`config.mk`:
```
export PLATFORM = sky130hd
export DESIGN_NAME = board_scan_reader
export DESIGN_NICKNAME = d
export VERILOG_FILES = /design/src/rtl/board_scan_reader.sv
export SDC_FILE = /design/constraint.sdc
export NUM_CORES = 1
export LEC_CHECK = 0
export CORE_MARGIN = 1
export CORE_UTILIZATION = 40
export CTS_BUF_LIST = sky130_fd_sc_hd__clkbuf_8 sky130_fd_sc_hd__clkbuf_16
export DETAILED_ROUTE_END_ITERATION = 12
export PLACE_DENSITY = 0.68
export SETUP_SLACK_MARGIN = 0.5
export SLEW_MARGIN = 20
export SYNTH_ARGS = -nofsm -noshare
export SYNTH_HDL_FRONTEND = slang
export SYNTH_SLANG_ARGS = --single-unit
export TNS_END_PERCENT = 20
```
`constraint.sdc`:
```
create_clock -name clk -period 5.1 [get_ports clk]
set_clock_uncertainty 0.15 [all_clocks]
set_input_delay 1.275 -clock clk [delete_from_list [all_inputs] [get_ports clk]]
set_output_delay 1.275 -clock clk [all_outputs]
set_load 0.02 [all_outputs]
```
`src/rtl/board_scan_reader.sv`:
```
`default_nettype none
// ============================================================================
// Module   : board_scan_reader
// Brief    : Walks a 64-square board memory and streams (row, col, piece)
//            tuples over a valid/ready handshake, counting occupied squares.
//            Define SKIP_EMPTY_EN to drop empty squares from the stream.
// Revision : 1.0 - initial release
// ============================================================================
module board_scan_reader #(
  parameter int FLIP = 0
) (
  input  logic       clk,
  input  logic       reset,
  input  logic       start,
  output logic [5:0] rd_addr,
  input  logic [4:0] rd_data,
  output logic       out_valid,
  input  logic       out_ready,
  output logic [2:0] out_row,
  output logic [2:0] out_col,
  output logic [4:0] out_piece,
  output logic       out_last,
  output logic       busy,
  output logic       done,
  output logic [6:0] piece_count
);

  localparam logic [2:0] S_IDLE    = 3'd0;
  localparam logic [2:0] S_READ    = 3'd1;
  localparam logic [2:0] S_CAPTURE = 3'd2;
  localparam logic [2:0] S_EMIT    = 3'd3;
  localparam logic [2:0] S_FINISH  = 3'd4;

  localparam logic [5:0] C_FIRST_SQ = (FLIP != 0) ? 6'd63 : 6'd0;
  localparam logic [5:0] C_LAST_SQ  = (FLIP != 0) ? 6'd0  : 6'd63;

  logic [2:0] state_q, state_d;
  logic [5:0] index_q, index_d;
  logic [6:0] count_q, count_d;
  logic [2:0] row_q, row_d;
  logic [2:0] col_q, col_d;
  logic [4:0] piece_q, piece_d;
  logic       last_q, last_d;

  logic       w_final;
  logic       w_skip;
  logic [5:0] w_next_index;

  assign w_final      = (index_q == C_LAST_SQ);
  assign w_next_index = (FLIP != 0) ? (index_q - 6'd1) : (index_q + 6'd1);

`ifdef SKIP_EMPTY_EN
  assign w_skip = ~rd_data[0];
`else
  assign w_skip = 1'b0;
`endif

  always_ff @(posedge clk) begin
    if (!reset) begin
      state_q <= S_IDLE;
      index_q <= 6'd0;
      count_q <= 7'd0;
      row_q   <= 3'd0;
      col_q   <= 3'd0;
      piece_q <= 5'd0;
      last_q  <= 1'b0;
    end else begin
      state_q <= state_d;
      index_q <= index_d;
      count_q <= count_d;
      row_q   <= row_d;
      col_q   <= col_d;
      piece_q <= piece_d;
      last_q  <= last_d;
    end
  end

  always_comb begin
    state_d = state_q;
    index_d = index_q;
    count_d = count_q;
    row_d   = row_q;
    col_d   = col_q;
    piece_d = piece_q;
    last_d  = last_q;
    case (state_q)
      S_IDLE: begin
        if (start) begin
          index_d = C_FIRST_SQ;
          count_d = 7'd0;
          state_d = S_READ;
        end
      end
      S_READ: state_d = S_CAPTURE;
      S_CAPTURE: begin
        if (rd_data[0]) begin
          count_d = count_q + 7'd1;
        end
        if (w_skip) begin
          if (w_final) begin
            state_d = S_FINISH;
          end else begin
            index_d = w_next_index;
            state_d = S_READ;
          end
        end else begin
          row_d   = index_q[5:3];
          col_d   = index_q[2:0];
          piece_d = rd_data;
          last_d  = w_final;
          state_d = S_EMIT;
        end
      end
      S_EMIT: begin
        // The final square ends the scan instead of stepping, so the index never wraps.
        if (out_ready) begin
          if (w_final) begin
            state_d = S_FINISH;
          end else begin
            index_d = w_next_index;
            state_d = S_READ;
          end
        end
      end
      S_FINISH: state_d = S_IDLE;
      default:  state_d = S_IDLE;
    endcase
  end

  always_comb begin
    out_valid = (state_q == S_EMIT);
    busy      = (state_q == S_READ) || (state_q == S_CAPTURE) || (state_q == S_EMIT);
    done      = (state_q == S_FINISH);
  end

  assign rd_addr     = index_q;
  assign out_row     = row_q;
  assign out_col     = col_q;
  assign out_piece   = piece_q;
  assign out_last    = last_q;
  assign piece_count = count_q;

endmodule
`default_nettype wire
```
==> out/metrics.yaml, run 1 <==
run_status:
  status: "finished clean"
finish:
  layout-drive-gt1-share_pct: 7.61
  finalInstanceArea_um2: 1790
  antenna_cells: 0
  layout.cells.non_filler: 228
  synthToLayoutAreaGrowth_pct: 32.7
  utilization_pct: 57.2
  nNetsFinal: 196
yosys:
  ys_types: 39
  synth_edf_count: 0
  yosys-mux-area-fraction_pct: 2.41
  synthTopCellsByArea: "dfxtp_1 42%, nand2_1 10%, a21boi_0 5.6%"
  synth_top_area_share_pct: 41.6
  synth_top_family_by_area: "simple AND/OR/NAND/NOR gates"
  synth-simple-area-share_pct: 31.5
  synth_flop_cell: "dfxtp_1"
  synth_nets: 162
  yosysWarnings: 0
  synth_fa_ha_area_share_pct: 1.86
  post-synth-top-count-cell: "nand2_1"
  synth.ff_latch_count: 28
  async_flop_share_pct: 0
  synth_area_leader_cell: "dfxtp_1"
  yosysSeqAreaShare_pct: 41.6
  netlist_instances: 151
  synth-compound-area-share_pct: 15.0
  synth-xor-area-share_pct: 3.90
  synthTopCellsByCount: "36 x nand2_1, 28 x dfxtp_1, 15 x nor2_1"
  avgSynthCellArea_um2: 8.93
  syn_area_um2: 1350
global_routing:
  first_global_vias: 1188
  grt_pass1_wl_um: 5030
  gr-total-overflow: 0
  grt_use_total_pct: 18.6
  grt_max_degree: 22
  antenna_found_initial: 0
clocking:
  cts.path.max_buffers: 2
  clkSlewWorstSetupHoldPaths_ns: 0.10
  htree_levels: 1
  clkLatencyLatePin_ns: 0.27
  cts_buffers: 3
  clock-sinks: 28
  ctsHoldBuffers: 0
  tritoncts: "built"
  cts_setup_buffers: 0
  cts_root_buffer: "clkbuf_8"
  cts_resized: 0
die:
  fp.dieH_um: 60.1
  start_util_pct: 43.1
  io_pins: 37
  row_count: 20
  die-area_um2: 3610
  die_w_um: 60.1
  core_area_um2: 3130
drt:
  drc: 0
  wire_per_inst_um: 12.8
  wl_met3_um: 56
  wl_um: 2910
  dr.pass1.iters: 4
  top_layer_used: "met4"
  wl_met1_um: 1350
  dr_total_vias: 1171
  wl_met2_um: 1470
  vias_per_cell: 5.14
  ant_nets: 0
  drtIter0Drc: 25
worst_hold_path:
  min_path_type: "flop to flop"
timing:
  finalMaxSlewViolations: 0
  rsz0062_at_grt: "no"
  slew_headroom_pct: 55.0
  worst_pin_slew_ns: 0.674
  min_period_over_period_pct: 64.9
  hold_viol_final: 0
  hold_slack_ns: 0.322
  period_minus_slack_ns: 3.31
  fmax_mhz: 302
  fin_ws_ns: 1.79
  setup_tns_ns: 0
  setup_viol: 0
power:
  ir_drop_uv: 92.8
  p_total_mw: 0.472
  p_leak_nw: 0.590
  powerDensity_nw_per_um2: 264
worst_setup_path:
  cp-end-kind: "output port"
  crit_type: "flop to output port"
  required_ns: 3.67
  critical_path.max_fanout: 8
  cp.arrival_ns: 1.88
  critPathLaunchType: "flop"
placement:
  place_area_um2: 1720
  dp_cells: 224
  dp_slack_ns: 1.85
  gp_congestion: 0.801
  dp_hpwl_um: 2120
  io_buffers: 36
flow_run:
  maxCapViolCount: 0
## area by class of cell
class	instances	area (µm²)
fill	279	1340
multi-input combinational	115	738
timing repair buffer	36	360
clock inverter	1	30.0
inverter	1	3.75
tap	44	55.1
clock buffer	3	41.3
sequential	28	561
## per-layer routing
layer,vias up,global-route usage (%)
met5,-,0
met4,0,5.98
met3,4,3.25
met2,20,33.5
met1,567,22.2
li1,580,-
## kinds of logic after synthesis
family | Yosys count
AND/OR/NAND/NOR | 79
flip-flops | 28
AO/OA/AOI/OAI | 26
buffers and inverters | 8
XOR/XNOR | 6
multiplexers | 2
adder cells (fa/ha/maj) | 2
## critical path: stages (launching register included)
cell and delay [ns]:
dfxtp_1 0.62, nand2_1 0.24, nor2_1 0.14, clkdlybuf4s50_1 0.61
## layout by cell type, fill, tap and decap left out, types with 2 or more instances in the layout
cell,instances
nand2_1,36
clkdlybuf4s50_1,36
dfxtp_1,28
nor2_1,15
a21boi_0,10
o21ai_0,6
xnor2_1,6
nand3_1,5
nor3_1,3
clkbuf_8,3
and2_1,2
a21boi_1,2
nand2b_1,2
a21oi_1,2
nand4_1,2
and4bb_1,2
nor4_4,2
ha_1,2
## state kept, by name (all words and copies together), names as in the netlist
name         count
state_q          3
rd_addr          6
piece_count      7
out_piece        5
out_last         1
out_row          3
out_col          3
## power breakdown
part / internal [mW] / switching, mW
Clock: 0.105 / 0.0688
Combinational: 0.0296 / 0.0346
Sequential: 0.225 / 0.00961
Total: 0.359 / 0.113
## final timing paths
path / startpoint / endpoint / slack [ns] / cells past startpoint
setup reg to reg: rd_addr[0]$_SDFFE_PN0P_ / rd_addr[0]$_SDFFE_PN0P_ / 3.28 / 5
hold reg to reg: out_row[2]$_SDFFE_PN0P_ / out_row[2]$_SDFFE_PN0P_ / 0.32 / 2
hold / removal: out_row[2]$_SDFFE_PN0P_ / out_row[2]$_SDFFE_PN0P_ / 0.32 / 2
setup / recovery: state_q[0]$_SDFFE_PN0P_ / out_valid / 1.79 / 3
Power figures use the tool's default switching activity.
==> run 2: changes to the inputs <==
Clock period 5.1 ns to 3.25 ns, I/O delays scaled along.
==> run 2 against run 1 <==
Compared with the run above: sequential power up 57%; non-clock buffer count up 1; via count down 1.2%; clock-buffer cell count up 1; sequential share of layout area up 0.25 points; core utilization down 0.20 points; first-iteration DRC count up 40%; critical endpoint is now done.
==> out/metrics.yaml, run 2 (same netlist as run 1, synthesis figures left out) <==
worst_setup_path:
  r2r-end: "rd_addr[0]$_SDFFE_PN0P_"
  r2r_cells: 5  # unchanged
  critical_path.max_fanout: 9  # +1
  critPathLaunchType: "flop"
  cp.arrival_ns: 1.74  # -0.14 ns
  required_ns: 2.29  # -1.38 ns
  cp-end-kind: "output port"
  reg2reg_from: "rd_addr[0]$_SDFFE_PN0P_"
  crit_type: "flop to output port"
  ff2ff_setup_slack_ns: 1.41  # -1.87 ns
power:
  powerDensity_nw_per_um2: 383  # +45%
  internal_power_mw: 0.508  # +42%
  power_switching_mw: 0.174  # +54%
  combPwrFrac_pct: 14.8  # +1.2 points
  ir_drop_uv: 238  # +160%
  switching_share_pct: 25.5  # +1.6 points
  seqPwrFrac_pct: 54.0  # +4.4 points
  p_leak_nw: 0.589  # -0.27%
  power.share.clock_pct: 31.2  # -5.6 points
timing:
  worst_pin_slew_ns: 0.538  # -0.136 ns
  finalMaxSlewViolations: 0  # unchanged
  fin_ws_ns: 0.549  # -1.24 ns
  slew_headroom_pct: 64.1  # +9.1 points
  fmax_mhz: 370
  setup_viol: 0  # unchanged
  hold_viol_final: 0  # unchanged
  setup_tns_ns: 0  # unchanged
  min_period_over_period_pct: 83.1
  period_minus_slack_ns: 2.70
  rsz0062_at_grt: "yes"
drt:
  ant_nets: 0  # unchanged
  drtIter0Drc: 35  # +40%
  wire_per_inst_um: 12.2  # -4.3%
  wl_um: 2800  # -3.9%
  dr_total_vias: 1157  # -1.2%
  drc: 0  # unchanged
  dr.pass1.iters: 4  # unchanged
  vias_per_cell: 5.05  # -1.6%
die:
  start_util_pct: 43.1  # unchanged
  io_pins: 37  # unchanged
  row_count: 20  # unchanged
  fp.dieH_um: 60.1  # unchanged
  die-area_um2: 3610  # unchanged
  die_w_um: 60.1  # unchanged
  core_area_um2: 3130  # unchanged
clocking:
  cts_buffers: 3  # unchanged
  clock-sinks: 28  # unchanged
  clkSlewWorstSetupHoldPaths_ns: 0.09  # about the same
  ctsHoldBuffers: 0  # unchanged
  cts_setup_buffers: 0  # unchanged
  cts_root_buffer: "clkbuf_8"
  htree_levels: 1  # unchanged
  clkLatencyLatePin_ns: 0.27  # about the same
  cts.path.max_buffers: 2  # unchanged
  tritoncts: "built"
global_routing:
  gr-total-overflow: 0  # unchanged
  antenna_found_initial: 0  # unchanged
  grt_use_total_pct: 17.2  # -1.4 points
  first_global_vias: 1041  # -12%
  grt_pass1_wl_um: 4610  # -8.4%
  grt_max_degree: 17  # -23%
finish:
  antenna_cells: 0  # unchanged
  largest_register_ffs: 7  # unchanged
  synthToLayoutAreaGrowth_pct: 32.2
  nNetsFinal: 197  # +0.51%
  final_cell_mix: "36 x nand2_1, 36 x clkdlybuf4s50_1, 26 x dfxtp_1, 15 x nor2_1, 10 x a21boi_0"
  layout-drive-gt1-share_pct: 9.19  # +1.6 points
placement:
  dp_hpwl_um: 2130  # about the same
  dp_slack_ns: 0.712  # -1.14 ns
  io_buffers: 36  # unchanged
  gp_congestion: 0.856  # +6.8%
run_status:
  status: "finished clean"
flow_run:
  maxCapViolCount: 0  # unchanged
worst_hold_path:
  worstHoldStart: "out_col[1]$_SDFFE_PN0P_"
  min_path_type: "flop to flop"
  holdPathEnd: "out_col[1]$_SDFFE_PN0P_"
  worstHoldPathCells: 2  # unchanged
==> run 2: cell count changes in the layout (fill, tap and decap cells not counted) <==
cell       previous run  this run
buf_4                 0         1
bufinv_16             1         0
clkbuf_8              3         4
dfxtp_1              28        26
dfxtp_2               0         2
==> run 2: metrics by stage <==
stage               std cells  area, µm²  hold WS [ns]  utilization (%)  power (mW)
floorplan                 151       1350         0.382                -       0.442
global placement          225       1730         0.296             55.2       0.475
detailed placement        225       1730         0.302             55.2       0.478
CTS                       229       1780         0.315             57.0       0.691
global route              229       1780         0.331             57.0       0.712
finish                    229       1780         0.309             57.0       0.682
==> run 2: layout make-up <==
cell class | count | area [µm²]
flip-flops and latches | 28 | 563
multi-input cells | 115 | 738
inverters | 1 | 3.75
clock buffers | 4 | 55.1
well taps | 44 | 55.1
repair buffers | 37 | 368
fillers | 301 | 1350
==> run 2: worst max-delay path by stage <==
stage / start / endpoint / cells after the start
global route: state_q[2]$_SDFFE_PN0P_ / done / 2
finish: state_q[2]$_SDFFE_PN0P_ / done / 2
global placement: state_q[0]$_SDFFE_PN0P_ / out_valid / 3
CTS: state_q[1]$_SDFFE_PN0P_ / out_valid / 3
detailed placement: state_q[0]$_SDFFE_PN0P_ / out_valid / 3
floorplan: state_q[0]$_SDFFE_PN0P_ / out_valid / 3
==> run 2: per-layer routing <==
layer | vias to the layer above | global-route usage [%] | part of all wire (%) | wire length (µm)
met5 | - | 0 | 0 | 0
met4 | 0 | 5.98 | 0.68 | 19
met3 | 2 | 4.98 | 3.1 | 88
met2 | 20 | 29.4 | 52 | 1450
met1 | 552 | 20.4 | 44 | 1240
li1 | 583 | - | - | -
==> run 2: power groups by stage <==
| stage | clock, mW | combinational, mW | sequential (mW) |
|---|---|---|---|
| final | 0.213 | 0.101 | 0.368 |
| after global routing | 0.232 | 0.110 | 0.370 |
| after CTS | 0.220 | 0.102 | 0.368 |
| after detailed placement | 0 | 0.102 | 0.375 |
| after global placement | 0 | 0.100 | 0.375 |
| after floorplan | 0 | 0.0675 | 0.374 |
==> run 2: repair_timing <==
item / CTS / global route
endpoints found under the setup margin: 1 / 2
gates resized for setup: 1 / 1
pin swaps: 0 / 0
==> run 2: worst max-delay path, stage by stage, from the launching register on <==
cell	delay [ns]
dfxtp_1	0.67
and2_1	0.20
clkdlybuf4s50_1	0.59
==> run 3: changes to the inputs <==
Settings changed: PLACE_DENSITY 0.68 to 0.71.
Clock period 3.25 ns to 2.43 ns, I/O delays scaled along.
==> run 3 against run 2 <==
Compared with the run above: critical path depth is 1 lower; core utilization increased by 0.88 points; register-to-register slack got worse by 0.79 ns; highest routed layer unchanged; sequential cell count is the same; critical endpoint is now rd_addr[0]; largest power group unchanged; via count down 0.52%; first-iteration DRC count grew 29%.
==> out/metrics.yaml, run 3 (same netlist as run 1, synthesis figures left out) <==
run_status:
  status: "finished clean"
finish:
  final_common_cell: "nand2_1"
  largest_register_ffs: 7  # unchanged
  nNetsFinal: 200  # +1.5%
  utilization_pct: 57.9  # +0.88 points
  final_cell_mix: "36 x nand2_1, 26 x clkdlybuf4s50_1, 26 x dfxtp_1, 14 x nor2_1, 10 x a21boi_0"
  synthToLayoutAreaGrowth_pct: 34.2
  layout-drive-gt1-share_pct: 11.7  # +2.5 points
  antenna_cells: 0  # unchanged
worst_setup_path:
  crit_buf_inv: 1  # unchanged
  r2r-end: "rd_addr[0]$_SDFFE_PN0P_"
  r2r_cells: 5  # unchanged
  critPathLaunchType: "flop"
  critical_path.max_fanout: 7  # -2
  required_ns: 1.67  # -0.62 ns
  cp-end-kind: "output port"
  reg2reg_from: "rd_addr[0]$_SDFFE_PN0P_"
  crit_family: "buffers and inverters"
  path_cells: "clkdlybuf4s50_1"
  cp.arrival_ns: 1.35  # -0.39 ns
  ff2ff_setup_slack_ns: 0.62  # -0.79 ns
  cp_slowest_cell: "clkdlybuf4s50_1"
  crit_type: "flop to output port"
  cpPeakStageDelay_ns: 0.64  # -0.03 ns
flow_run:
  maxCapViolCount: 0  # unchanged
timing:
  period_minus_slack_ns: 2.11
  worst_pin_slew_ns: 0.430  # -0.108 ns
  setup_tns_ns: 0  # unchanged
  fmax_mhz: 473
  finalMaxSlewViolations: 0  # unchanged
  min_period_over_period_pct: 86.9
  setup_viol: 0  # unchanged
  rsz0062_at_grt: "yes"
  hold_viol_final: 0  # unchanged
  hold_slack_ns: 0.310  # +0.000621 ns
  slew_headroom_pct: 71.3  # +7.2 points
drt:
  wl_um: 2860  # +2.3%
  ant_nets: 0  # unchanged
  vias_per_cell: 4.96  # -1.8%
  dr_total_vias: 1151  # -0.52%
  dr.pass1.iters: 4  # unchanged
  drtIter0Drc: 45  # +29%
  drc: 0  # unchanged
  wire_per_inst_um: 12.3  # +1.0%
die:
  core_area_um2: 3130  # unchanged
  row_count: 20  # unchanged
  die_w_um: 60.1  # unchanged
  io_pins: 37  # unchanged
  fp.dieH_um: 60.1  # unchanged
  start_util_pct: 43.1  # unchanged
  die-area_um2: 3610  # unchanged
global_routing:
  grt_use_total_pct: 17.9  # +0.68 points
  grt_max_degree: 21  # +4
  grt_pass1_wl_um: 4750  # +3.1%
  first_global_vias: 1107  # +6.3%
  gr-total-overflow: 0  # unchanged
  antenna_found_initial: 0  # unchanged
power:
  ir_drop_uv: 226  # -5.1%
  switching_share_pct: 26.0  # +0.52 points
  power_switching_mw: 0.240  # +38%
  powerDensity_nw_per_um2: 509  # +33%
  seqPwrFrac_pct: 52.5  # -1.5 points
  internal_power_mw: 0.682  # +34%
  p_total_mw: 0.922  # +35%
  p_leak_nw: 0.714  # +21%
  combPwrFrac_pct: 16.0  # +1.2 points
  power.share.clock_pct: 31.5  # +0.3 points
placement:
  dp_hpwl_um: 2110  # -0.99%
  io_buffers: 36  # unchanged
  gp_congestion: 0.863  # +0.84%
clocking:
  cts_root_buffer: "clkbuf_8"
  cts_buffers: 3  # unchanged
  clock-sinks: 28  # unchanged
  htree_levels: 1  # unchanged
  clkSlewWorstSetupHoldPaths_ns: 0.09  # about the same
  clkLatencyLatePin_ns: 0.28  # about the same
  tritoncts: "built"
  ctsHoldBuffers: 0  # unchanged
  cts_setup_buffers: 0  # unchanged
  cts.path.max_buffers: 2  # unchanged
worst_hold_path:
  worstHoldPathCells: 2  # unchanged
  min_path_type: "flop to flop"
  worstHoldStart: "out_row[2]$_SDFFE_PN0P_"
  holdPathEnd: "out_row[2]$_SDFFE_PN0P_"
-- run 3: layout make-up --
class,count,area (µm²)
fill,298,1320
multi-input combinational,115,741
sequential,28,563
timing repair buffer,40,393
clock buffer,4,55.1
tap,44,55.1
inverter,1,3.75
-- run 3: layer usage --
layer / GRT usage (%) / part of all wire, % / routed length (µm)
met1: 21.8 / 46 / 1310
met5: 0 / 0 / 0
met3: 3.25 / 2.6 / 73
met2: 30.5 / 50 / 1430
met4: 7.97 / 1.7 / 48
-- run 3: how the worst max path moves through the flow --
stage,from,endpoint,slack (ns),cells after the start
floorplan,rd_addr[0]$_SDFFE_PN0P_,rd_addr[0]$_SDFFE_PN0P_,0.70,5
global placement,start,piece_count[2]$_SDFFE_PN0P_,0.36,5
detailed placement,start,piece_count[5]$_SDFFE_PN0P_,0.32,5
CTS,rd_addr[3]$_SDFFE_PN0P_,rd_addr[3],0.26,1
global route,rd_addr[0]$_SDFFE_PN0P_,rd_addr[0],0.29,1
finish,rd_addr[0]$_SDFFE_PN0P_,rd_addr[0],0.32,1
-- run 3: worst reg2reg max path: stages (launching register included) --
cell	delay, ns
dfxtp_1	0.37
ha_1	0.26
and4_4	0.23
and2_2	0.22
o31ai_4	0.31
o21ai_0	0.15
-- run 3: power by group through the flow --
stage | logic (mW) | clock network [mW] | registers (mW)
floorplan | 0.0903 | 0 | 0.501
global placement | 0.147 | 0 | 0.493
detailed placement | 0.150 | 0 | 0.493
CTS | 0.148 | 0.300 | 0.484
global route | 0.160 | 0.315 | 0.486
finish | 0.147 | 0.291 | 0.484
-- run 3: timing repair --
action | CTS | global route
setup endpoints to repair | 28 | 26
resized for setup | 11 | 5
gates cloned | 0 | 0
-- run 3: per-stage QoR --
stage	cell area (µm²)	setup slack [ns]	std cells
floorplan	1350	0.700	151
global placement	1750	0.355	228
detailed placement	1750	0.321	228
CTS	1800	0.265	232
global route	1810	0.288	232
finish	1810	0.318	232
